===== src/rtl/fetch_pkg.sv =====
// Shared types and constants for the instruction-fetch stage.
package fetch_pkg;

    typedef enum logic [1:0] {
        FETCH = 2'd0,
        WAIT  = 2'd1,
        VALID = 2'd2
    } fetch_state_t;

    localparam logic [31:0] NOP_INSTR = 32'h0000_0000;
    localparam logic [31:0] PC_STEP   = 32'd4;

endpackage


===== src/rtl/fetch_unit.sv =====
// Instruction-fetch stage: holds the PC, issues single-outstanding IMEM requests
// and presents the fetched word (or an all-zero bubble) to the decode register.
module fetch_unit
    import fetch_pkg::*;
#(
    parameter logic [31:0] RESET_PC = 32'h0000_0000
) (
    input  logic         CLK,
    input  logic         RST,
    input  logic         STALL_F,
    input  logic         REDIRECT_E,
    input  logic [31:0]  REDIRECT_ADDR_E,
    output logic         IMEM_REQ,
    output logic [31:0]  IMEM_ADDR,
    input  logic         IMEM_RVALID,
    input  logic [31:0]  IMEM_RDATA,
    output logic [31:0]  instr_F,
    output logic [31:0]  curr_instr_addr_F,
    output logic [31:0]  pc_plus4_F,
    output logic         FETCH_VALID_F,
    output fetch_state_t dbg_state,
    output logic         dbg_kill
);

    fetch_state_t state, state_n;
    logic [31:0]  pc, pc_n;
    logic [31:0]  ibuf, ibuf_n;
    logic         kill, kill_n;
    logic [31:0]  pc_inc;

    // Modulo-2^32 increment: 0xFFFF_FFFC wraps to 0, low bits pass through.
    assign pc_inc = pc + PC_STEP;

    always_ff @(posedge CLK) begin
        if (RST) begin
            state <= FETCH;
            pc    <= RESET_PC;
            ibuf  <= NOP_INSTR;
            kill  <= 1'b0;
        end else begin
            state <= state_n;
            pc    <= pc_n;
            ibuf  <= ibuf_n;
            kill  <= kill_n;
        end
    end

    always_comb begin
        state_n   = state;
        pc_n      = pc;
        ibuf_n    = ibuf;
        kill_n    = kill;
        IMEM_REQ  = 1'b0;
        IMEM_ADDR = pc;
        unique case (state)
            FETCH: begin
                IMEM_REQ = !REDIRECT_E;
                if (REDIRECT_E) pc_n = REDIRECT_ADDR_E;
                else            state_n = WAIT;
            end
            WAIT: begin
                if (IMEM_RVALID) begin
                    if (REDIRECT_E) begin
                        pc_n    = REDIRECT_ADDR_E;
                        kill_n  = 1'b0;
                        state_n = FETCH;
                    end else if (kill) begin
                        kill_n  = 1'b0;
                        state_n = FETCH;
                    end else begin
                        ibuf_n  = IMEM_RDATA;
                        state_n = VALID;
                    end
                end else if (REDIRECT_E) begin
                    // Response still in flight for the old PC: mark it for discard.
                    pc_n   = REDIRECT_ADDR_E;
                    kill_n = 1'b1;
                end
            end
            VALID: begin
                if (REDIRECT_E) begin
                    pc_n    = REDIRECT_ADDR_E;
                    state_n = FETCH;
                end else if (!STALL_F) begin
                    IMEM_REQ  = 1'b1;
                    IMEM_ADDR = pc_inc;
                    pc_n      = pc_inc;
                    state_n   = WAIT;
                end
            end
            default: state_n = FETCH;
        endcase
    end

    // Registered-only decode of the decode-side outputs; zero is the bubble.
    assign FETCH_VALID_F     = (state == VALID);
    assign instr_F           = FETCH_VALID_F ? ibuf   : NOP_INSTR;
    assign curr_instr_addr_F = FETCH_VALID_F ? pc     : 32'h0;
    assign pc_plus4_F        = FETCH_VALID_F ? pc_inc : 32'h0;

    assign dbg_state = state;
    assign dbg_kill  = kill;

endmodule


===== config.mk =====
export PLATFORM = sky130hd
export DESIGN_NAME = fetch_unit
export DESIGN_NICKNAME = d
export VERILOG_FILES = /design/src/rtl/fetch_pkg.sv /design/src/rtl/fetch_unit.sv
export SDC_FILE = /design/constraint.sdc
export NUM_CORES = 1
export LEC_CHECK = 0
export BUFFER_PORTS_ARGS = -buffer_cell sky130_fd_sc_hd__buf_2
export CORE_MARGIN = 4
export CORE_UTILIZATION = 45
export CTS_BUF_LIST = sky130_fd_sc_hd__clkbuf_8 sky130_fd_sc_hd__clkbuf_16
export CTS_CLUSTER_SIZE = 28
export DETAILED_ROUTE_END_ITERATION = 16
export GPL_ROUTABILITY_DRIVEN = 0
export MAX_ROUTING_LAYER = met4
export PLACE_DENSITY = 0.78
export SLEW_MARGIN = 0
export SYNTH_ARGS = -nofsm -noshare
export SYNTH_HDL_FRONTEND = slang
export SYNTH_SLANG_ARGS = --single-unit

===== constraint.sdc =====
create_clock -name CLK -period 2.39 [get_ports CLK]
set_clock_uncertainty 0.1 [all_clocks]
set_input_delay 0.478 -clock CLK [delete_from_list [all_inputs] [get_ports CLK]]
set_output_delay 0.478 -clock CLK [all_outputs]
set_load 0.005 [all_outputs]

==> metrics.json, run 1 <==
{
  "critical_path": {
    "critical_path.max_fanout": 4,
    "startpoint": "pc[2]$_SDFFE_PP0P_",
    "worstSetupStartpointType": "register",
    "worstReg2RegStart": "pc[2]$_SDFFE_PP0P_",
    "worst_ep_arrival_time_ns": 2.18,
    "crit_end_category": "primary output",
    "critical_path_class": "register to primary output",
    "critical_path_required_ns": 1.81
  },
  "cts": {
    "worstSkewPairLatency_ns": 0.34,
    "clock_tree.buffer_depth": 2,
    "clock_tree_root": "clkbuf_8",
    "h-tree-depth": 3,
    "postCtsHoldBufs": 0,
    "cts_inserted_buffers": 9,
    "total_clock_sinks": 67,
    "cts_tree": "yes",
    "clkSlewWorstSetupHoldPaths_ns": 0.09
  },
  "synth": {
    "synth.yosys.seq_area_share_pct": 26.9,
    "synth.ff_latch_count": 67,
    "count_of_flip_flops_with_a_built_in_enable_after_synthesis": 0,
    "post-synth-top-count-cell": "nand2_1",
    "post_synth_main_area_contributors": "dfxtp_1, nand2_1, and2_1",
    "mappedNetlistArea_sq_um": 4990,
    "synth_top_flop_cell": "dfxtp_1",
    "synth_cells": 713,
    "synth_cell_type_count": 54,
    "synthDominantAreaCellType": "dfxtp_1",
    "synth_area_per_cell_sq_um": 7.00,
    "ys_top_cells_by_count": "nand2_1, and2_1, dfxtp_1",
    "synthesis.nets": 783,
    "async_flop_share_pct": 0,
    "synthDominantCellAreaShare_pct": 26.9,
    "yosys_warnings": 0
  },
  "die": {
    "die_h_um": 113,
    "io_pins": 202,
    "die_footprint_sq_um": 12800,
    "chipWidth_um": 113,
    "fp-row-count": 38,
    "core_area_sq_um": 10800,
    "initial_utilization_pct": 46.0
  },
  "finish": {
    "final_layout_size_suffix_gt1_share_pct": 44.4,
    "syn2layout_area_growth_pct": 50.9,
    "ff_latch_area_sq_um": 1360,
    "num-fill-cells": 838,
    "nNetsFinal": 1039,
    "final-instance-count-excl-fill": 1118,
    "multiInputGateArea_sq_um": 3730
  },
  "pwr": {
    "part_of_the_power_in_the_clock_network_pct": 32.4,
    "standby_leakage_power_nw": 3.54,
    "power_report.internal_total_mw": 1.79,
    "worst_ir_drop_vdd_v": 0.000383,
    "p_switching_mw": 0.842,
    "power.share.sequential_pct": 45.5,
    "powerDensity_nw_per_um2": 350,
    "comb_power_share_pct": 22.2,
    "totalPowerFinal_mw": 2.63,
    "p_sw_share_pct": 32.0
  },
  "drt": {
    "routed-via-count": 6565,
    "drt_first_iter_violations": 663,
    "postRouteAntennaNets": 0,
    "post_drt_wl_per_cell_um": 18.4,
    "post_drt_via_cell_ratio": 5.87,
    "drt_drc_violations_left": 0,
    "detail_route.first_pass.iterations": 6,
    "routed_wire_length_um": 20500
  },
  "global_route": {
    "pin_count_of_the_biggest_net_entering_global_routing": 69,
    "grt_pass1_wl_um": 28300,
    "grt_usage_pct": 27.7,
    "grt_overflow": 0,
    "via_count_of_the_first_global_routing_pass": 5939,
    "antenna_found_initial": 3
  },
  "sta": {
    "fmaxAchievable_mhz": 363,
    "hold_ws_ns": 0.263,
    "final.setup.worst_slack_ns": -0.367,
    "final.min_clock_period_ns": 2.76,
    "final_min_period_over_clock_period_pct": 115,
    "timing_hold_violations_final": 0,
    "grt_setup_unrepaired": "true",
    "timing.final.setup_violations": 44,
    "timing_max_transition_violations_final": 0,
    "fin_setup_tns_ns": -7.87,
    "max-slew-margin-rel_pct": 53.5,
    "timing_worst_slew_pin_value_ns": 0.693
  },
  "run": {
    "max-cap-violations": 0
  },
  "hold_path": {
    "worst_hold_path_type": "primary input to register",
    "hold_start": "REDIRECT_ADDR_E[1]"
  },
  "status": {
    "failed_checks": "negative setup slack",
    "status": "complete, but fails checks"
  },
  "place": {
    "detailedPlacementHpwl_um": 12400,
    "port_buffers": 201,
    "cell_count_after_placement": 1054,
    "placement.setup.worst_slack_ns": -0.00594
  }
}
stage by stage:
stage          cell area, sq um  utilization (%)
6_report                   7530             69.4
2_1_floorplan              4990                -
3_5_place_dp               6410             59.1
3_3_place_gp               6410             59.1
4_1_cts                    7030             64.9
5_1_grt                    7520             69.4
power groups by stage:
stage / combinational (mW) / sequential, mW / clock, mW
floorplan: 0.310 / 1.20 / 0
global placement: 0.511 / 1.21 / 0
detailed placement: 0.515 / 1.21 / 0
CTS: 0.534 / 1.19 / 0.856
global route: 0.622 / 1.20 / 0.914
finish: 0.584 / 1.20 / 0.852
worst max-delay path, stage by stage, from the launching register on:
cell,delay (ns)
dfxtp_4,0.37
buf_6,0.09
and4_4,0.23
buf_6,0.12
nand4_1,0.22
buf_4,0.24
nor3_2,0.21
o21a_1,0.21
buf_2,0.15
final timing paths:
check                     endpoint  slack (ns)  cells after the start
max                 pc_plus4_F[23]       -0.37                      8
min             pc[1]$_SDFFE_PP0P_        0.26                      3
max reg2reg    pc[16]$_SDFFE_PP0P_       -0.18                     12
min reg2reg  ibuf[16]$_SDFFE_PP0P_        0.35                      2
state kept, by name, indices dropped and copies added, names as in the netlist:
| name | flops |
|---|---|
| dbg_kill | 1 |
| pc | 32 |
| dbg_state | 2 |
| ibuf | 32 |
layer usage:
| layer | wire length (um) | global-route usage, % |
|---|---|---|
| met5 | 0 | - |
| met4 | 980 | 12.3 |
| met3 | 2350 | 6.58 |
| met2 | 9650 | 44.2 |
| met1 | 7560 | 33.4 |
cell usage in the layout (no fill, tap or decap), drive strengths merged, types with 10 or more instances in the layout:
master	n
a211oi	12
a21oi	63
a2bb2oi	10
and2	69
and4	10
buf	321
dfxtp	67
inv	11
nand2	121
nand3	13
nand4	14
nor2	66
nor3	11
nor4	10
o21ai	16
o22ai	14
xnor2	36
xor2	21
area by class of cell:
type / instances / share of cell area [%]
inverters: 11 / 0.582
diodes: 4 / 0.133
well taps: 140 / 2.33
flip-flops and latches: 67 / 18.1
multi-input cells: 559 / 49.6
clock buffers: 9 / 1.65
repair buffers: 321 / 27.0
clock inverters: 7 / 0.598
repair_timing:
| action | 4_1_cts | 5_1_grt |
|---|---|---|
| resized for setup | 87 | 55 |
| cloned | 1 | 0 |
| pin swaps | 43 | 46 |
| setup buffers | 15 | 28 |
| endpoints found under the setup margin | 49 | 65 |
cell families after synthesis:
group / after synthesis / share of synthesized area (%)
buf+inv: 88 / 8.25
flops: 67 / 26.9
simple gates: 340 / 33.8
compound gates: 158 / 20.4
xor+xnor: 57 / 10.0
fa+ha+maj: 1 / 0.251
mux: 2 / 0.401
Power figures use the tool's default switching activity.
==> run 2, diff against run 1 <==
--- a/config.mk
+++ b/config.mk
@@ -5,15 +5,17 @@
 export SDC_FILE = /design/constraint.sdc
 export NUM_CORES = 1
 export LEC_CHECK = 0
+export ABC_AREA = 1
 export BUFFER_PORTS_ARGS = -buffer_cell sky130_fd_sc_hd__buf_2
+export CORE_ASPECT_RATIO = 1.2
 export CORE_MARGIN = 4
-export CORE_UTILIZATION = 45
+export CORE_UTILIZATION = 43
 export CTS_BUF_LIST = sky130_fd_sc_hd__clkbuf_8 sky130_fd_sc_hd__clkbuf_16
 export CTS_CLUSTER_SIZE = 28
 export DETAILED_ROUTE_END_ITERATION = 16
 export GPL_ROUTABILITY_DRIVEN = 0
 export MAX_ROUTING_LAYER = met4
-export PLACE_DENSITY = 0.78
+export PLACE_DENSITY = 0.77
 export SLEW_MARGIN = 0
 export SYNTH_ARGS = -nofsm -noshare
 export SYNTH_HDL_FRONTEND = slang
==> run 2 against run 1 <==
  * The flow still finishes with violations (negative setup slack)
  * Critical endpoint is now IMEM_ADDR[21]
  * Combinational power down 15%
  * Final cell count shrank 6.2%
  * Sequential power up 6%
  * Area after synthesis fell by 12%
  * Utilization down 4.4 points
  * Wire length decreased by 23%
  * Via count is 16% lower
  * Cell area is 14% lower
  * First-iteration DRC count down 41%
  * Critical path type unchanged
  * Non-clock buffer count is 85 lower
  * Fmax rose by 9.9%
==> metrics.json, run 2 <==
{
  "place": {
    "port_buffers": 201,
    "placement.setup.worst_slack_ns": 0.183,
    "detailedPlacementHpwl_um": 10400
  },
  "critical_path": {
    "critical_path_buf_inv_count": 3,
    "path_common_cell": "nand2_1",
    "worstSetupStartpointType": "register",
    "critPathSlowestCell": "dfxtp_4",
    "critical_path.max_fanout": 5,
    "worst_ep_arrival_time_ns": 1.93,
    "path_delay_family": "simple AND/OR/NAND/NOR gates",
    "critical_path_required_ns": 1.81,
    "worstPathCellList": "buf_6, inv_4, nor2_4, nand3_4, nor2_4, nand2_1, nand2_2, nand2_1, nand2_1, o21ai_1, buf_2",
    "crit_end_category": "primary output",
    "critical_path_class": "register to primary output",
    "max_stage_delay_ns": 0.36
  },
  "die": {
    "die_h_um": 119,
    "initial_utilization_pct": 44.0,
    "io_pins": 202,
    "die_footprint_sq_um": 11900,
    "fp-row-count": 40,
    "chipWidth_um": 100,
    "core_area_sq_um": 9960
  },
  "sta": {
    "max-slew-margin-rel_pct": 62.8,
    "fmaxAchievable_mhz": 399,
    "timing_worst_slew_pin_value_ns": 0.557,
    "timing_max_transition_violations_final": 0,
    "timing_hold_violations_final": 0,
    "final.min_clock_period_ns": 2.51,
    "grt_setup_unrepaired": "true",
    "timing.final.setup_violations": 13,
    "final_min_period_over_clock_period_pct": 105,
    "final.setup.worst_slack_ns": -0.118
  },
  "synth": {
    "mappedNetlistArea_sq_um": 4380,
    "synth.yosys.seq_area_share_pct": 30.6,
    "synth_top_flop_cell": "dfxtp_1",
    "synth_cell_type_count": 30,
    "ys_top_cells_by_count": "nor2_1, nand2_1, inv_1",
    "synthDominantCellAreaShare_pct": 30.6,
    "synthesis.nets": 785,
    "synth_area_per_cell_sq_um": 6.12,
    "post_synth_main_area_contributors": "dfxtp_1, nor2_1, o21ai_0",
    "synthDominantAreaCellType": "dfxtp_1",
    "async_flop_share_pct": 0,
    "yosys_warnings": 0,
    "synth.ff_latch_count": 67,
    "post-synth-top-count-cell": "nor2_1",
    "count_of_flip_flops_with_a_built_in_enable_after_synthesis": 0,
    "synth_cells": 715
  },
  "finish": {
    "most_frequent_cells_in_the_layout": "buf_2, nor2_1, inv_1",
    "layout.cells.most_common": "buf_2",
    "syn2layout_area_growth_pct": 47.9,
    "antenna_cells_inserted": 0,
    "final_layout_size_suffix_gt1_share_pct": 40.8,
    "nNetsFinal": 989
  },
  "global_route": {
    "grt_usage_pct": 24.6,
    "groute.layer.met3.usage_pct": 5.73,
    "grt_overflow": 0,
    "grtUsageMet2_pct": 41.3,
    "met1_usage_pct": 27.4,
    "via_count_of_the_first_global_routing_pass": 5065,
    "antenna_found_initial": 0,
    "pin_count_of_the_biggest_net_entering_global_routing": 64,
    "most_crowded_layer_gr": "met2",
    "grt_pass1_wl_um": 23300
  },
  "hold_path": {
    "worst_hold_path_type": "primary input to register"
  },
  "drt": {
    "routed_wire_length_um": 15700,
    "postRouteAntennaNets": 0,
    "detail_route.first_pass.iterations": 5,
    "post_drt_wl_per_cell_um": 15.0,
    "drt_drc_violations_left": 0,
    "post_drt_via_cell_ratio": 5.25,
    "drt_first_iter_violations": 389,
    "routed-via-count": 5504
  },
  "cts": {
    "clock_tree_root": "clkbuf_16",
    "clkSlewWorstSetupHoldPaths_ns": 0.05,
    "cts_tree": "yes",
    "clock_tree.buffer_depth": 2,
    "total_clock_sinks": 67,
    "worstSkewPairLatency_ns": 0.33,
    "cts_inserted_buffers": 9,
    "h-tree-depth": 3,
    "postCtsHoldBufs": 0
  },
  "status": {
    "status": "complete, but fails checks",
    "failed_checks": "negative setup slack"
  },
  "pwr": {
    "powerDensity_nw_per_um2": 488,
    "standby_leakage_power_nw": 2.97,
    "totalPowerFinal_mw": 3.16,
    "worst_ir_drop_vdd_v": 0.000371
  },
  "run": {
    "max-cap-violations": 0
  }
}
[run 2: logic make-up (layout without fill, tap and decap cells)]
group	count (synthesis)	count (layout)	share of synthesized area, %
xor+xnor	15	15	3.17
buf+inv	149	357	13.6
flops	67	67	30.6
fa+ha+maj	1	1	0.286
compound gates	205	205	25.4
simple gates	278	278	26.9
[run 2: what timing repair did]
| action | in CTS | in global routing |
|---|---|---|
| pin swaps | 8 | 31 |
| cloned | 0 | 2 |
| resized for setup | 41 | 99 |
| endpoints found under the setup margin | 39 | 52 |
| buffers inserted | 2 | 17 |
[run 2: area by class of cell]
type / instances / area, sq um
fill: 889 / 3480
timing repair buffer: 236 / 1380
inverter: 106 / 400
tap: 126 / 158
multi-input combinational: 499 / 2830
sequential: 67 / 1400
clock inverter: 5 / 71.3
clock buffer: 10 / 239
[run 2: worst paths after layout]
check	from	end	slack [ns]	cells past startpoint
setup / recovery	pc[2]$_SDFFE_PP0P_	IMEM_ADDR[21]	-0.12	11
hold / removal	RST	dbg_state[0]$_SDFFE_PP0P_	0.25	2
setup reg to reg	dbg_state[1]$_SDFFE_PP0P_	pc[16]$_SDFFE_PP0P_	0.39	8
hold reg to reg	ibuf[29]$_SDFFE_PP0P_	ibuf[29]$_SDFFE_PP0P_	0.35	2
[run 2: power breakdown]
part	switching (mW)	leakage, nW	internal (mW)
clock	0.466	0.162	0.924
sequential	0.0804	0.560	1.19
combinational	0.289	2.24	0.210
[run 2: through the flow]
stage	hold slack, ns	TNS [ns]	cells	util [%]	cell area (sq um)
after floorplan	0.330	0	715	-	4380
after global placement	0.339	0	1013	55.1	5480
after detailed placement	0.343	0	1013	55.1	5480
after CTS	0.253	-0.0432	1030	59.6	5930
after global routing	0.271	-2.37	1049	65.0	6470
final	0.254	-0.550	1049	65.0	6470
[run 2: worst reg2reg max path, delay by kind of cell (launching register included)]
| family | cells | cell delay [ns] |
|---|---|---|
| and+or+nand+nor | 2 | 0.25 |
| AOI/OAI and AO/OA | 2 | 0.50 |
| DFF | 1 | 0.43 |
| buffers and inverters | 4 | 0.60 |
[run 2: routing by layer]
layer,share of wire [%],vias up,wire length (um)
met1,38,2474,6000
met3,9.4,44,1480
li1,-,2707,-
met2,49,279,7790
met4,3.0,0,470
met5,0,-,0
